$ cat config.mk
export PLATFORM = sky130hd
export DESIGN_NAME = rx_correlator_mac
export DESIGN_NICKNAME = d
export VERILOG_FILES = /design/src/rtl/rx_correlator_mac.sv
export SDC_FILE = /design/constraint.sdc
export NUM_CORES = 1
export LEC_CHECK = 0
export CAP_MARGIN = 20
export CORE_MARGIN = 5
export CORE_UTILIZATION = 35
export DETAILED_ROUTE_END_ITERATION = 10
export DONT_BUFFER_PORTS = 1
export SYNTH_ARGS = -nofsm -noshare
export SYNTH_HDL_FRONTEND = slang
export SYNTH_SLANG_ARGS = --single-unit
$ cat constraint.sdc
create_clock -name crx_clk -period 2.5 [get_ports crx_clk]
set_input_delay 0.5 -clock crx_clk [delete_from_list [all_inputs] [get_ports crx_clk]]
set_output_delay 0.5 -clock crx_clk [all_outputs]
set_load 0.01 [all_outputs]
$ cat src/rtl/rx_correlator_mac.sv
// rx_correlator_mac
// Sits after the circular sample BRAM. Each accepted start runs one sweep
// over MEMORY_LENGTH samples, oldest first. Each sample is multiplied by a
// +/-1 chip from an external code ROM, and the products are summed. The
// sum is emitted as a one-cycle corr_valid pulse.
// Optional feature macro: RX_CORR_PEAK_EN. When it is defined, the block
// tracks the peak |corr_out|, the sweep index of that peak, and a clear
// input.
// RD_LATENCY must be at least 1. code_addr is 9 bits wide, so
// MEMORY_LENGTH must not exceed 512.
module rx_correlator_mac #(
  parameter int MEMORY_LENGTH = 510,
  parameter int RD_LATENCY    = 2,
  parameter int ACC_W         = 26
) (
  input  logic                    crx_clk,
  input  logic                    rrx_rst,
  input  logic                    erx_en,
  input  logic                    start,
  input  logic signed [15:0]      data_in,
  output logic [8:0]              code_addr,
  input  logic                    code_bit,
  output logic signed [ACC_W-1:0] corr_out,
  output logic                    corr_valid,
  output logic                    busy,
  output logic                    overrun
`ifdef RX_CORR_PEAK_EN
  ,
  input  logic                    peak_clr,
  output logic [ACC_W-1:0]        peak_val,
  output logic [15:0]             peak_idx
`endif
);

  localparam int CNT_W    = (MEMORY_LENGTH > 1) ? $clog2(MEMORY_LENGTH) : 1;
  localparam int LAT_W    = (RD_LATENCY > 2) ? $clog2(RD_LATENCY) : 1;
  localparam int LAT_LAST = (RD_LATENCY > 1) ? (RD_LATENCY - 2) : 0;

  localparam logic [CNT_W-1:0] SMP_LAST   = CNT_W'(MEMORY_LENGTH - 1);
  localparam logic [LAT_W-1:0] LAT_END    = LAT_W'(LAT_LAST);
  localparam logic [8:0]       ADDR_LAST  = 9'(MEMORY_LENGTH - 1);
  localparam logic [8:0]       ADDR_FIRST = (MEMORY_LENGTH > 1) ? 9'd1 : 9'd0;

  typedef enum logic [1:0] {
    S_IDLE  = 2'd0,
    S_WAIT  = 2'd1,
    S_ACCUM = 2'd2,
    S_DONE  = 2'd3
  } state_t;

  state_t                  r_state;
  logic [LAT_W-1:0]        r_lat_cnt;
  logic [CNT_W-1:0]        r_smp_cnt;
  logic signed [ACC_W-1:0] r_acc;
  logic signed [ACC_W-1:0] r_corr_out;
  logic                    r_corr_valid;
  logic                    r_busy;
  logic                    r_overrun;
  logic [8:0]              r_code_addr;

  logic                    w_start_acc;
  logic signed [ACC_W-1:0] w_sample;
  logic signed [ACC_W-1:0] w_acc_next;

  // A start is only seen on enabled cycles. A start during a freeze is dropped.
  assign w_start_acc = start & erx_en;

  // Sign-extend the sample to the full accumulator width.
  assign w_sample = {{(ACC_W-16){data_in[15]}}, data_in};

  // A chip value of 1 adds the sample, and a chip value of 0 subtracts it.
  assign w_acc_next = code_bit ? (r_acc + w_sample) : (r_acc - w_sample);

  // The address for chip 0 must go out in the start cycle itself, so that
  // chip 0 and sample 0 arrive together RD_LATENCY cycles later. The
  // registered counter already holds the lookahead address for chip 1.
  assign code_addr = w_start_acc ? 9'd0 : r_code_addr;

  // Code address lookahead. On a start it loads chip 1. Then it steps once
  // per enabled cycle until it wraps to 0, and it parks at 0 until the
  // next start.
  always_ff @(posedge crx_clk or posedge rrx_rst) begin
    if (rrx_rst) begin
      r_code_addr <= 9'd0;
    end else if (erx_en) begin
      if (start) begin
        r_code_addr <= ADDR_FIRST;
      end else if (r_code_addr != 9'd0) begin
        r_code_addr <= (r_code_addr == ADDR_LAST) ? 9'd0 : (r_code_addr + 9'd1);
      end
    end
  end

  // Sweep sequencer: wait for the read pipeline, accumulate, publish, and go idle.
  always_ff @(posedge crx_clk or posedge rrx_rst) begin
    if (rrx_rst) begin
      r_state      <= S_IDLE;
      r_lat_cnt    <= '0;
      r_smp_cnt    <= '0;
      r_acc        <= '0;
      r_corr_out   <= '0;
      r_corr_valid <= 1'b0;
      r_busy       <= 1'b0;
      r_overrun    <= 1'b0;
    end else if (erx_en) begin
      r_corr_valid <= 1'b0;
      if (start) begin
        // A start in WAIT or ACCUM aborts the running sweep. A start in
        // DONE is legal, because that sweep has already produced its
        // result.
        if ((r_state == S_WAIT) || (r_state == S_ACCUM)) begin
          r_overrun <= 1'b1;
        end
        r_acc     <= '0;
        r_lat_cnt <= '0;
        r_smp_cnt <= '0;
        r_busy    <= 1'b1;
        r_state   <= (RD_LATENCY > 1) ? S_WAIT : S_ACCUM;
      end else begin
        unique case (r_state)
          S_IDLE: begin
            r_busy <= 1'b0;
          end
          S_WAIT: begin
            // The start cycle is latency cycle 0, and WAIT covers the
            // cycles after it until data_in is valid.
            if (r_lat_cnt == LAT_END) begin
              r_state <= S_ACCUM;
            end else begin
              r_lat_cnt <= r_lat_cnt + LAT_W'(1);
            end
          end
          S_ACCUM: begin
            r_acc <= w_acc_next;
            if (r_smp_cnt == SMP_LAST) begin
              // Publish as the last product lands. The pulse then
              // coincides with the DONE cycle.
              r_corr_out   <= w_acc_next;
              r_corr_valid <= 1'b1;
              r_state      <= S_DONE;
            end else begin
              r_smp_cnt <= r_smp_cnt + CNT_W'(1);
            end
          end
          S_DONE: begin
            r_busy  <= 1'b0;
            r_state <= S_IDLE;
          end
          default: begin
            r_state <= S_IDLE;
          end
        endcase
      end
    end
  end

  assign corr_out   = r_corr_out;
  assign corr_valid = r_corr_valid;
  assign busy       = r_busy;
  assign overrun    = r_overrun;

`ifdef RX_CORR_PEAK_EN
  logic [ACC_W-1:0] r_peak_val;
  logic [15:0]      r_peak_idx;
  logic [15:0]      r_sweep_cnt;
  logic [ACC_W-1:0] w_corr_abs;

  // Magnitude of the published result. The headroom in ACC_W keeps the
  // most negative value out of reach, so negation cannot overflow.
  assign w_corr_abs = r_corr_out[ACC_W-1] ? (-r_corr_out) : r_corr_out;

  // Peak tracker. It acts once per pulse, on the enabled cycle where
  // corr_valid is high. A clear takes priority over an update.
  always_ff @(posedge crx_clk or posedge rrx_rst) begin
    if (rrx_rst) begin
      r_peak_val  <= '0;
      r_peak_idx  <= '0;
      r_sweep_cnt <= '0;
    end else if (erx_en) begin
      if (peak_clr) begin
        r_peak_val  <= '0;
        r_peak_idx  <= '0;
        r_sweep_cnt <= '0;
      end else if (r_corr_valid) begin
        r_sweep_cnt <= r_sweep_cnt + 16'd1;
        if (w_corr_abs > r_peak_val) begin
          r_peak_val <= w_corr_abs;
          r_peak_idx <= r_sweep_cnt;
        end
      end
    end
  end

  assign peak_val = r_peak_val;
  assign peak_idx = r_peak_idx;
`endif

endmodule
* After elaboration in Yosys (flattened, before gate mapping)
Index checks and enable logic that the tools add are counted.
** Operators by class
- Reduce and logical (&&, ||, !) cells :: 17
- Add/subtract/negate cells :: 5
- Bitwise gates (word level) :: 2
- Equal/unequal tests :: 8
- Multiplexer cells :: 22
** Operators with widths (number)
- 2-to-1 mux 26 bit :: 3
- 2-to-1 mux 9 bit :: 7
- adder 26 x 16 -> 26 bit :: 1
- subtractor 26 x 16 -> 26 bit :: 1
- adder 9 x 1 -> 9 bit (second input constant) :: 2
- == test 9 bit (second input constant) :: 2
- nonzero test 9 bit :: 1
- 2-to-1 mux 1 bit :: 8
- AND reduction 2 bit :: 4
- AND reduction 4 bit :: 2
- nonzero test 2 bit :: 4
- 2-to-1 mux 2 bit :: 3
- case mux 2 bit (3 select lines) :: 1
- AND reduction 3 bit :: 2
- == test 2 bit (second input constant) :: 2
- nonzero test 4 bit :: 1
- inequality test 3 x 2 -> 1 bit (second input constant) :: 1
- inequality test 3 bit (second input constant) :: 1
- == test 2 x 1 -> 1 bit (second input constant) :: 1
- zero test 2 bit :: 1
- inequality test 2 bit (second input constant) :: 1
- OR reduction 2 bit :: 1
- adder 1 bit (second input constant) :: 1
- bitwise AND 1 bit :: 1
- other kinds (2) :: 2
** Word-level totals
- Input port bits :: 21
- Register bits :: 76
- Output and inout bits :: 38
- Word-level logic and storage cells :: 63

* Longest topological paths before layout
Gate-level depths: netlist of the first run.
- Word-level depth :: 4
- Gate-level depth with buffers :: 16

* Worst setup path after synthesis of the first run
OpenSTA, ideal clock, no wires.
- Kind :: input -> register
- Start point :: in data_in[5]
- End point :: reg r_acc[25]
- Slack :: -1.130 ns
- Setup time :: 0.132 ns
- Data required time :: 2.368 ns
- Cell stages on the path :: 14
- Arrival time :: 3.498 ns
- Cells stage by stage :: or4_4 -> nor3_1 -> a21oi_1 -> xor2_1 -> ha_1 -> a211oi_1 -> nor2_1 -> a31o_2 -> nor3_1 -> a21oi_1 -> a31oi_1 -> o31ai_1 -> xor2_1 -> o211ai_1
** Between the ends
- Cells in the longest elaborated chain, start to end :: 4
- Elaborated cells between the ends (all ways) :: 5
- Those cells by class :: add/sub (2); mux (3)
** Ends and longest elaborated chain
- from (decl) :: line 20 : input logic signed [15:0] data_in,
- subtractor 26 x 16 -> 26 bit or adder 26 x 16 -> 26 bit (tied branches) :: line 72 : assign w_acc_next = code_bit ? (r_acc + w_sample) : (r_acc - w_sample);
- 2-to-1 mux 26 bit (*) :: line 72
- 2-to-1 mux 26 bit (*) :: line 120 : unique case (r_state)
- 2-to-1 mux 26 bit (*) :: line 107 : if (start) begin
- to (signal assigned) :: line 134 : r_acc <= w_acc_next;
- to (decl) :: line 54 : logic signed [ACC_W-1:0] r_acc;
Every way passes the cells marked *; elsewhere a longest branch is shown, timed or not. The select of a mux whose other input is x is not followed.
A chain may end at the register's enable or synchronous reset.

* Worst setup path in the final report of the first run
- Start point :: in data_in[4]
- End point :: reg r_corr_out[19], in the netlist corr_out[19]
** Between the ends
- Cells in the longest elaborated chain, start to end :: 2
- Elaborated cells between the ends (all ways) :: 3
- Those cells by class :: add/sub (2); mux (1)
** Ends and longest elaborated chain
- subtractor 26 x 16 -> 26 bit or adder 26 x 16 -> 26 bit (tied branches) :: line 72
- 2-to-1 mux 26 bit (*) :: line 72
- to (signal assigned) :: line 138 : r_corr_out <= w_acc_next;
- to (decl) :: line 55 : logic signed [ACC_W-1:0] r_corr_out;
Every way passes the cells marked *; elsewhere a longest branch is shown, timed or not.

==> metrics, run 1 <==
vias 4142; Seq/Total Area, Yosys 38.8%; residual overflow from global routing 0; asr flop ratio synth 100%; failing checks setup timing; worst-case vdd ir drop 0.000336 V; post-cts hold buffer count 0; GPL Wtd Cong 0.872; number of violations of the max-capacitance limit 0; tightest slew margin relative to the limit 55.1%; cell count after synthesis 515; Total Negative Setup Slacks -19.44 ns; arrival time worst endpoint 3.54 ns; type of the tightest min-delay check input port to asynchronous set/reset pin; post-route fraction of the period consumed by the critical path 133%; Setup Viol. Count Final 36; run status complete, but fails checks; number of antenna repair diodes 0; Primary FF master, synth sky130_fd_sc_hd__dfrtp_1; Core Footprint 13700 µm²; width of the chip 128 µm; Placement Cell Area 5670 µm²; wire length per cell 16.5 µm; pin count of the biggest net entering global routing 42; commonest non-fill, non-tap cell in the layout sky130_fd_sc_hd__dfrtp_1; Die Y 128 µm; Pwr Total 4.84 mW; Leak 3.12 nW; Ys Warns 0; Area growth, synth to finish 33.1%; Final Hold Vio Count 0; count of state elements after synthesis 75; starting density of the core 35.2%; total clock buffers created by CTS 9; layout net count 656; placed instance count 754; Syn Std Cell Area 4830 µm²; Syn Nets 573; non-filler instance count after layout 783; critical path capture point type register; Fin Clk Skew 0.00642 ns; number of antenna violations at the first check in global routing 0; area of all placed cells without fillers 6430 µm²; max frequency 0.302 GHz; number of buffer cells added on primary ports 0; TritonCTS clock tree done; Max Fanout on Critical Path 4; detailed-route wire length 12900 µm; setup repair after global routing missed its margin yes; global-route usage over all layers 15.5%; Slew Limit Fails 0; Worst-Margin Slew 0.674 ns; DPL Wire Length 9170 µm; type of the worst setup path input port to register; Worst Slack Setup Final -0.815 ns; Max clock buf depth 2; kind of launch point of the worst setup path input port; layout cells sized above 1 31.3%; average vias per placed instance 5.29; via count of the first global-routing pass 4196; Skew-Pair Late Insertion Delay 0.34 ns; power density normalized to cell area 752 nW/µm²; worst slack after detailed placement -1.31 ns; level count of the clock H-tree 3; first-pass GRT wire length 20400 µm; number of synthesized flops with an enable pin 0; Die Area 16300 µm²; Clk Tree Root Cell sky130_fd_sc_hd__clkbuf_16; Avg Inst Size Synth 9.39 µm²; clock input transition at the sequential cells of the worst setup and hold paths 0.06 ns; count of cell types in the netlist 52; Final min period 3.32 ns; top-level port count 59; clk sinks 75; violation count after the first detailed-routing iteration 245; post-route antenna net violation count 0; residual DRC count 0; length of the first detailed-routing pass in iterations 4; WP data required 2.73 ns; Site Rows 43; leading cell types in the layout, fill and taps excluded 75 x sky130_fd_sc_hd__dfrtp_1, 74 x sky130_fd_sc_hd__buf_4, 48 x sky130_fd_sc_hd__nand2_1
==> final cells by class <==
type,instances,area (µm²)
clock buffers,11,243
clock inverters,5,52.6
fillers,1264,7290
inverters,25,95.1
multi-input cells,401,3230
flip-flops and latches,75,1880
well taps,180,225
repair buffers,86,708
==> final timing paths <==
| kind | from | end | slack (ns) | cells past startpoint |
|---|---|---|---|---|
| max | data_in[4] | corr_out[19] | -0.82 | 15 |
| min | rrx_rst | r_acc[2] | 0.11 | 1 |
| max reg2reg | r_acc[0] | corr_out[22] | -0.25 | 12 |
| min reg2reg | r_acc[21] | r_acc[21] | 0.51 | 1 |
| max in group asynchronous | rrx_rst | r_acc[25] | 1.74 | 2 |
| min in group crx_clk | start | r_smp_cnt[1] | 0.25 | 1 |
==> per-layer routing <==
metal / vias to the layer above / track usage [%] / wire length (µm)
met5: - / 0 / 0
met4: 0 / 6.18 / 269
met3: 20 / 3.39 / 603
met2: 85 / 25.5 / 6330
met1: 2046 / 19.9 / 5690
li1: 1991 / - / -
==> cell families (layout without fill, tap and decap cells) <==
logic type,count (synthesis),count (layout),synth area share (%)
XOR/XNOR,50,50,9.06
buffers and inverters,39,127,3.03
flip-flops,75,75,38.8
AO/OA/AOI/OAI,127,127,17.8
AND/OR/NAND/NOR,163,163,15.9
adder cells (fa/ha/maj),37,37,9.73
multiplexers,24,24,5.67
==> repair_timing <==
action / CTS / global route
gates resized for setup: 39 / 40
pin swaps: 25 / 24
buffers inserted: 11 / 5
setup endpoints to repair: 36 / 38
==> stage by stage <==
stage	hold slack (ns)	utilization, %
after detailed placement	0.489	41.3
after global placement	0.478	41.3
after floorplan	0.456	-
final	0.109	46.9
after CTS	0.141	45.3
after global routing	0.159	46.9
==> power by group <==
| group | internal [mW] | switching, mW | total [mW] |
|---|---|---|---|
| clock network | 0.795 | 0.515 | 1.31 |
| registers | 1.37 | 0.159 | 1.53 |
| logic | 0.985 | 1.01 | 2.00 |
| total | 3.15 | 1.69 | 4.84 |
==> Yosys cell counts (2+ instances only) <==
cell type | n | area share [%]
sky130_fd_sc_hd__a22o_1 | 19 | 3.4
sky130_fd_sc_hd__and2_1 | 6 | 0.78
sky130_fd_sc_hd__o22ai_1 | 2 | 0.26
sky130_fd_sc_hd__nand2_1 | 49 | 3.8
sky130_fd_sc_hd__buf_1 | 2 | 0.16
sky130_fd_sc_hd__a21oi_1 | 31 | 3.2
sky130_fd_sc_hd__nand4_1 | 6 | 0.78
sky130_fd_sc_hd__o21ai_0 | 30 | 3.1
sky130_fd_sc_hd__nand2b_1 | 3 | 0.39
sky130_fd_sc_hd__a22oi_1 | 2 | 0.31
sky130_fd_sc_hd__nor2_1 | 53 | 4.1
sky130_fd_sc_hd__nand3_1 | 8 | 0.83
sky130_fd_sc_hd__or3_1 | 4 | 0.52
sky130_fd_sc_hd__and3_1 | 7 | 0.91
sky130_fd_sc_hd__ha_1 | 36 | 9.3
sky130_fd_sc_hd__a41oi_1 | 2 | 0.36
sky130_fd_sc_hd__a31oi_1 | 3 | 0.39
sky130_fd_sc_hd__nor2b_1 | 3 | 0.39
sky130_fd_sc_hd__nor3_1 | 12 | 1.2
sky130_fd_sc_hd__nor4_1 | 5 | 0.65
sky130_fd_sc_hd__o2111ai_1 | 2 | 0.36
sky130_fd_sc_hd__clkbuf_1 | 12 | 0.93
sky130_fd_sc_hd__o31ai_1 | 2 | 0.31
sky130_fd_sc_hd__o21a_1 | 6 | 0.93
sky130_fd_sc_hd__xnor2_1 | 25 | 4.5
sky130_fd_sc_hd__xor2_1 | 25 | 4.5
sky130_fd_sc_hd__a21o_1 | 12 | 1.9
sky130_fd_sc_hd__mux2_2 | 23 | 5.4
sky130_fd_sc_hd__o21bai_1 | 4 | 0.62
sky130_fd_sc_hd__dfrtp_1 | 75 | 39
sky130_fd_sc_hd__inv_1 | 25 | 1.9
==> worst max-delay path, cell delays in order <==
cell                      delay [ns]
sky130_fd_sc_hd__or4_4          0.59
sky130_fd_sc_hd__nor3b_4        0.20
sky130_fd_sc_hd__buf_6          0.14
sky130_fd_sc_hd__a21oi_2        0.06
sky130_fd_sc_hd__xor2_1         0.14
sky130_fd_sc_hd__ha_1           0.33
sky130_fd_sc_hd__a21o_1         0.17
sky130_fd_sc_hd__a21o_1         0.22
sky130_fd_sc_hd__a31o_4         0.24
sky130_fd_sc_hd__nor3_4         0.15
sky130_fd_sc_hd__a21oi_4        0.10
sky130_fd_sc_hd__a21o_1         0.20
sky130_fd_sc_hd__a21oi_2        0.14
sky130_fd_sc_hd__xnor2_1        0.08
sky130_fd_sc_hd__mux2_2         0.26
==> registers in the layout, summed over array words and instances, names as in the netlist <==
register	flops
corr_out	26
r_smp_cnt	9
r_state	2
r_code_addr	9
corr_valid	1
overrun	1
r_acc	26
busy	1
Note: power is estimated with default switching activity, not from simulation.
==> inputs of run 2 (changes only) <==
==> constraint.sdc (replaced) <==
create_clock -name crx_clk -period 2.5 [get_ports crx_clk]
set_input_delay 0.5 -clock crx_clk [delete_from_list [all_inputs] [get_ports crx_clk]]
set_output_delay 0.5 -clock crx_clk [all_outputs]
set_load 0.005 [all_outputs]
==> results of run 2 <==
The final DEF is identical to that of run 1. Status: complete, but fails checks: setup timing.
Main changes from that run: total power 4.84 mW -> 4.82 mW
